## config.mk

```make
export PLATFORM = sky130hd
export DESIGN_NAME = lcd_transmitter_flat
export DESIGN_NICKNAME = d
export VERILOG_FILES = /design/src/rtl/lcd_transmitter_if.sv /design/src/rtl/lcd_transmitter.sv /design/src/flat_wrapper.sv
export SDC_FILE = /design/constraint.sdc
export NUM_CORES = 1
export LEC_CHECK = 0
export CAP_MARGIN = 10
export CORE_UTILIZATION = 35
export DETAILED_ROUTE_END_ITERATION = 16
export SLEW_MARGIN = 20
export SYNTH_ARGS = -nofsm -noshare
export SYNTH_HDL_FRONTEND = slang
export SYNTH_SLANG_ARGS = --single-unit
```

## constraint.sdc

```tcl
create_clock -name clk -period 2.79 [get_ports clk]
set_input_delay 0.558 -clock clk [delete_from_list [all_inputs] [get_ports clk]]
set_output_delay 0.558 -clock clk [all_outputs]
set_load 0.01 [all_outputs]
```

## src/rtl/lcd_transmitter_if.sv

```systemverilog
`default_nettype none
// ============================================================================
//  Module   : lcd_transmitter_if
//  Brief    : Request/instruction and 4-bit LCD bus bundle of lcd_transmitter.
//  Revision : 1.0
// ============================================================================
interface lcd_transmitter_if;
    logic       next_instruction;
    logic [9:0] db;
    logic       done;
    logic       busy;
    logic       lcd_e;
    logic       lcd_rs;
    logic       lcd_rw;
    logic [3:0] sf_d;

    modport master (
        output next_instruction, db,
        input  done, busy, lcd_e, lcd_rs, lcd_rw, sf_d
    );

    modport slave (
        input  next_instruction, db,
        output done, busy, lcd_e, lcd_rs, lcd_rw, sf_d
    );
endinterface
`default_nettype wire

```

## src/rtl/lcd_transmitter.sv

```systemverilog
`default_nettype none
// ============================================================================
//  Module   : lcd_transmitter
//  Brief    : Serialises {RS,RW,D[7:0]} onto a 4-bit HD44780 bus, upper nibble
//             first, with E strobe timing and post-command wait, then pulses done.
//  Revision : 1.0
// ============================================================================
module lcd_transmitter #(
    parameter int SETUP_CYC = 2,
    parameter int E_CYC     = 12,
    parameter int HOLD_CYC  = 1,
    parameter int GAP_CYC   = 50,
    parameter int WAIT_CYC  = 2000
) (
    input  wire logic         clk,
    input  wire logic         reset,
    lcd_transmitter_if.slave  bus
);

    localparam int MAX_1 = (SETUP_CYC > E_CYC)    ? SETUP_CYC : E_CYC;
    localparam int MAX_2 = (MAX_1     > HOLD_CYC) ? MAX_1     : HOLD_CYC;
    localparam int MAX_3 = (MAX_2     > GAP_CYC)  ? MAX_2     : GAP_CYC;
    localparam int MAX_C = (MAX_3     > WAIT_CYC) ? MAX_3     : WAIT_CYC;
    localparam int CNT_W = $clog2(MAX_C) + 1;

    // Reload values: a state loaded with N-1 lasts exactly N cycles.
    localparam logic [CNT_W-1:0] RLD_SETUP = CNT_W'(SETUP_CYC - 1);
    localparam logic [CNT_W-1:0] RLD_E     = CNT_W'(E_CYC - 1);
    localparam logic [CNT_W-1:0] RLD_HOLD  = CNT_W'(HOLD_CYC - 1);
    localparam logic [CNT_W-1:0] RLD_GAP   = CNT_W'(GAP_CYC - 1);
    localparam logic [CNT_W-1:0] RLD_WAIT  = CNT_W'(WAIT_CYC - 1);
    localparam logic [CNT_W-1:0] CNT_ONE   = CNT_W'(1);

    typedef enum logic [3:0] {
        IDLE    = 4'd0,
        LATCH   = 4'd1,
        U_SETUP = 4'd2,
        U_EN    = 4'd3,
        U_HOLD  = 4'd4,
        GAP     = 4'd5,
        L_SETUP = 4'd6,
        L_EN    = 4'd7,
        L_HOLD  = 4'd8,
        WAIT    = 4'd9,
        DONE    = 4'd10
    } state_t;

    state_t           state_q, state_d;
    logic [CNT_W-1:0] cnt_q, cnt_d;
    logic [9:0]       db_q, db_d;
    logic             done_q, done_d;
    logic             busy_q, busy_d;
    logic             e_q, e_d;
    logic             rs_q, rs_d;
    logic             rw_q, rw_d;
    logic [3:0]       sf_q, sf_d;
    logic             cnt_zero;
    logic [CNT_W-1:0] cnt_dec;

    assign cnt_zero = (cnt_q == '0);
    assign cnt_dec  = cnt_q - CNT_ONE;

    always_ff @(posedge clk) begin
        if (reset) begin
            state_q <= IDLE;
            cnt_q   <= '0;
            db_q    <= '0;
            done_q  <= 1'b0;
            busy_q  <= 1'b0;
            e_q     <= 1'b0;
            rs_q    <= 1'b0;
            rw_q    <= 1'b0;
            sf_q    <= 4'h0;
        end else begin
            state_q <= state_d;
            cnt_q   <= cnt_d;
            db_q    <= db_d;
            done_q  <= done_d;
            busy_q  <= busy_d;
            e_q     <= e_d;
            rs_q    <= rs_d;
            rw_q    <= rw_d;
            sf_q    <= sf_d;
        end
    end

    always_comb begin
        state_d = state_q;
        cnt_d   = cnt_q;
        db_d    = db_q;
        case (state_q)
            IDLE: begin
                if (bus.next_instruction) state_d = LATCH;
            end
            LATCH: begin
                db_d    = bus.db;
                state_d = U_SETUP;
                cnt_d   = RLD_SETUP;
            end
            U_SETUP: begin
                if (cnt_zero) begin state_d = U_EN; cnt_d = RLD_E; end
                else cnt_d = cnt_dec;
            end
            U_EN: begin
                if (cnt_zero) begin state_d = U_HOLD; cnt_d = RLD_HOLD; end
                else cnt_d = cnt_dec;
            end
            U_HOLD: begin
                if (cnt_zero) begin state_d = GAP; cnt_d = RLD_GAP; end
                else cnt_d = cnt_dec;
            end
            GAP: begin
                if (cnt_zero) begin state_d = L_SETUP; cnt_d = RLD_SETUP; end
                else cnt_d = cnt_dec;
            end
            L_SETUP: begin
                if (cnt_zero) begin state_d = L_EN; cnt_d = RLD_E; end
                else cnt_d = cnt_dec;
            end
            L_EN: begin
                if (cnt_zero) begin state_d = L_HOLD; cnt_d = RLD_HOLD; end
                else cnt_d = cnt_dec;
            end
            L_HOLD: begin
                if (cnt_zero) begin state_d = WAIT; cnt_d = RLD_WAIT; end
                else cnt_d = cnt_dec;
            end
            WAIT: begin
                if (cnt_zero) begin state_d = DONE; cnt_d = '0; end
                else cnt_d = cnt_dec;
            end
            DONE: begin
                state_d = bus.next_instruction ? LATCH : IDLE;
            end
            default: begin
                state_d = IDLE;
                cnt_d   = '0;
            end
        endcase
    end

    // Outputs are decoded from the next state so the registers line up with it.
    always_comb begin
        done_d = (state_d == DONE);
        busy_d = (state_d != IDLE);
        e_d    = (state_d == U_EN) || (state_d == L_EN);
        rs_d   = rs_q;
        rw_d   = rw_q;
        sf_d   = sf_q;
        if ((state_d == U_SETUP) || (state_d == U_EN) || (state_d == U_HOLD)) begin
            rs_d = db_d[9];
            rw_d = db_d[8];
            sf_d = db_d[7:4];
        end else if ((state_d == L_SETUP) || (state_d == L_EN) || (state_d == L_HOLD)) begin
            rs_d = db_d[9];
            rw_d = db_d[8];
            sf_d = db_d[3:0];
        end
    end

    assign bus.done   = done_q;
    assign bus.busy   = busy_q;
    assign bus.lcd_e  = e_q;
    assign bus.lcd_rs = rs_q;
    assign bus.lcd_rw = rw_q;
    assign bus.sf_d   = sf_q;

endmodule
`default_nettype wire

```

## src/flat_wrapper.sv

```systemverilog
// flat-port wrapper written by rule: the top's interface ports become plain ports
module lcd_transmitter_flat 
#(
    parameter int SETUP_CYC = 2,
    parameter int E_CYC     = 12,
    parameter int HOLD_CYC  = 1,
    parameter int GAP_CYC   = 50,
    parameter int WAIT_CYC  = 2000
)
  (clk, reset, bus_next_instruction, bus_db, bus_done, bus_busy, bus_lcd_e, bus_lcd_rs, bus_lcd_rw, bus_sf_d);
  lcd_transmitter_if bus_i ();
  input  wire logic clk;
  input  wire logic reset;
  input wire logic [$bits(bus_i.next_instruction)-1:0] bus_next_instruction;
  input wire logic [$bits(bus_i.db)-1:0] bus_db;
  output wire logic [$bits(bus_i.done)-1:0] bus_done;
  output wire logic [$bits(bus_i.busy)-1:0] bus_busy;
  output wire logic [$bits(bus_i.lcd_e)-1:0] bus_lcd_e;
  output wire logic [$bits(bus_i.lcd_rs)-1:0] bus_lcd_rs;
  output wire logic [$bits(bus_i.lcd_rw)-1:0] bus_lcd_rw;
  output wire logic [$bits(bus_i.sf_d)-1:0] bus_sf_d;
  assign bus_i.next_instruction = bus_next_instruction;
  assign bus_i.db = bus_db;
  assign bus_done = bus_i.done;
  assign bus_busy = bus_i.busy;
  assign bus_lcd_e = bus_i.lcd_e;
  assign bus_lcd_rs = bus_i.lcd_rs;
  assign bus_lcd_rw = bus_i.lcd_rw;
  assign bus_sf_d = bus_i.sf_d;
  lcd_transmitter #(.SETUP_CYC(SETUP_CYC), .E_CYC(E_CYC), .HOLD_CYC(HOLD_CYC), .GAP_CYC(GAP_CYC), .WAIT_CYC(WAIT_CYC)) u_core (.clk(clk), .reset(reset), .bus(bus_i));
endmodule
```

==> out/results.ini <==
[run_status]
status = finished clean

[clock_network]
holdBufCountCts = 0
path_clk_slew_ps = 80
h-tree-depth = 2
clk-insertion-delay-late_ps = 290
clock_tree.root_cell = clkbuf_8
cts_max_path_buffers = 2
cts_resized = 0
cts_tree = yes
clock-sinks = 35
cts_buffers = 5
cts_setup_buffers = 0

[logic_synthesis]
synth_seq_cells = 35
ys_types = 46
synthesis.nets = 241
synth_ff_type = dfxtp_1
syn_inst = 226
synth_edf_count = 0
synth_top_area_frac = 0.374
synthTopCellsByArea = dfxtp_1 (37%), mux2i_1 (9.6%), nor2_1 (6.8%), a21oi_1 (5.1%), nand2_1 (3.6%)
synth_top_area_cell = dfxtp_1
avgSynthCellArea_sq_um = 8.28
netlist_area_sq_um = 1870
yosysSeqAreaShare = 0.374
yosys_warnings = 0
async_reset_ff_frac = 0

[sta]
max-slew-margin-rel = 0.538
fmax_mhz = 456
min_period_ps = 2190
fin_crit_sh = 0.786
final_max_slew_viol_count = 0
worst_slew_pin_slew_ps = 692
finalHoldViolCount = 0
rsz0062_at_grt = false
fin_setup_tns_ps = 0
setup_viol = 0
layout_setup_ws_ps = 596
clock_skew_ps = 5.50

[detailed_routing]
drt-vias-per-instance = 5.35
drc = 0
via_count = 1696
wl_mm = 4.37
wl_per_cell_um = 13.8
drt_iter0_markers = 98
postRouteAntennaNets = 0
firstDrtPassIters = 4

[floorplanning]
fp.dieW_um = 75.1
core-area_sq_um = 5140
num_rows = 26
pin_count = 22
fp.dieArea_sq_um = 5640
die_height_um = 75.1
start_util = 0.364

[grt]
antenna_found_initial = 0
grt_pass1_wl_mm = 7.17
grt_pass1_vias = 1504
gr-usage-all-layers = 0.169
grt_overflow = 0
grt_max_degree = 24

[critical_path]
critPathSlowestCell = a31oi_1
crit_type = register to register
path_cells = inv_1, ha_1, nor2b_1, nand4_1, a31oi_1, mux2i_1, mux2i_1, nor2_1
arrival_ps = 2420
path_max_fanout = 6
crit_required_ps = 3010
end_kind = register
critPathLaunchType = register
crit_top_cell = mux2i_1
slowest_delay_ps = 550

[final_layout]
final_cell_mix = dfxtp_1 (35), nor2_1 (34), clkdlybuf4s50_1 (21)
antenna_cells = 0
area_delta_synth_final_pct = 21.9
final_layout_size_suffix_gt1_frac = 0.105
final_cells = 317
nets = 261
final_common_cell = dfxtp_1

[min_path]
hp-class = register to register

[placed_design]
place_inst = 309
numPortBuffers = 21
gp_congestion = 0.843
hpwl_mm = 3.09
dpl_worst_slack_ps = 638

[power_and_ir_drop]
power_density_nw_per_um2 = 1330
worst_ir_drop_vdd_mv = 0.473
power.leakage_nw = 0.865

[flow_run]
drv_cap = 0

## cells by family after synthesis
kind of cell               after synthesis  synth area share
adders and majority gates                2            0.0134
AOI/OAI and AO/OA                       50             0.168
buffers and inverters                   19            0.0461
DFF                                     35             0.374
xor gates and xnor gates                 5            0.0234
muxes                                   20             0.108
and+or+nand+nor                         95             0.266
## final timing paths
path	startpoint	endpoint	slack (ps)	depth (start not counted)
max reg2reg	u_core.cnt_q[0]	u_core.bus.sf_d[1]	600	8
min	u_core.db_q[2]	u_core.db_q[2]	490	2
min reg2reg	u_core.db_q[2]	u_core.db_q[2]	490	2
max	u_core.cnt_q[0]	u_core.bus.sf_d[1]	600	8
## per-layer routing
metal  part of all wire  track usage  wire length, um  vias up
li1                   -            -                -      845
met1               0.51        0.248             2230      788
met2               0.43        0.243             1860       57
met3              0.054       0.0402              238        6
met4             0.0091       0.0535               40        0
met5                  0            0                0        -
## synth_stat cells, types with 3 or more instances
library cell and instances:
nand2_1 18, or2_2 3, mux2i_1 18, and2_1 4
buf_2 6, nor3_1 9, nor2_1 34, dfxtp_1 35
nand2b_1 3, inv_1 7, o21ai_0 11, xnor2_1 4
nand4_1 3, a31oi_1 3, and3_1 4, or3_1 4
nand3_1 3, o22ai_1 4, clkbuf_1 4, a21oi_1 19
## layout make-up
class,instances,area [sq um]
clock inverter,3,67.6
timing repair buffer,25,240
sequential,35,701
clock buffer,5,68.8
tap,70,87.6
fill,543,2860
multi-input combinational,172,1090
inverter,7,26.3
## worst max-delay path, delay by kind of cell (launching register included)
family | cells | cell delay [ps]
buf+inv | 1 | 100
flops | 1 | 360
mux | 2 | 350
fa+ha+maj | 1 | 160
compound gates | 1 | 550
simple gates | 3 | 600
## report_power, final
group,switching (mW),internal [mW]
clock,0.201,0.357
sequential,0.164,0.641
combinational,0.942,0.741
total,1.31,1.74
## registers in the layout, summed over array words and instances, names as in the netlist
register / count
u_core.bus.lcd_rs: 1
u_core.bus.sf_d: 4
u_core.state_q: 4
u_core.db_q: 10
u_core.bus.busy: 1
u_core.bus.done: 1
u_core.cnt_q: 12
u_core.bus.lcd_e: 1
u_core.bus.lcd_rw: 1
## metrics by stage
stage	util	hold slack (ps)	power (mW)	instance area, sq um
after floorplan	-	455	2.11	1870
after global placement	0.417	484	2.47	2140
after detailed placement	0.417	482	2.47	2140
after CTS	0.444	500	3.04	2280
after global routing	0.444	537	3.26	2280
final	0.444	494	3.04	2280
(Power assumes the default switching activity.)
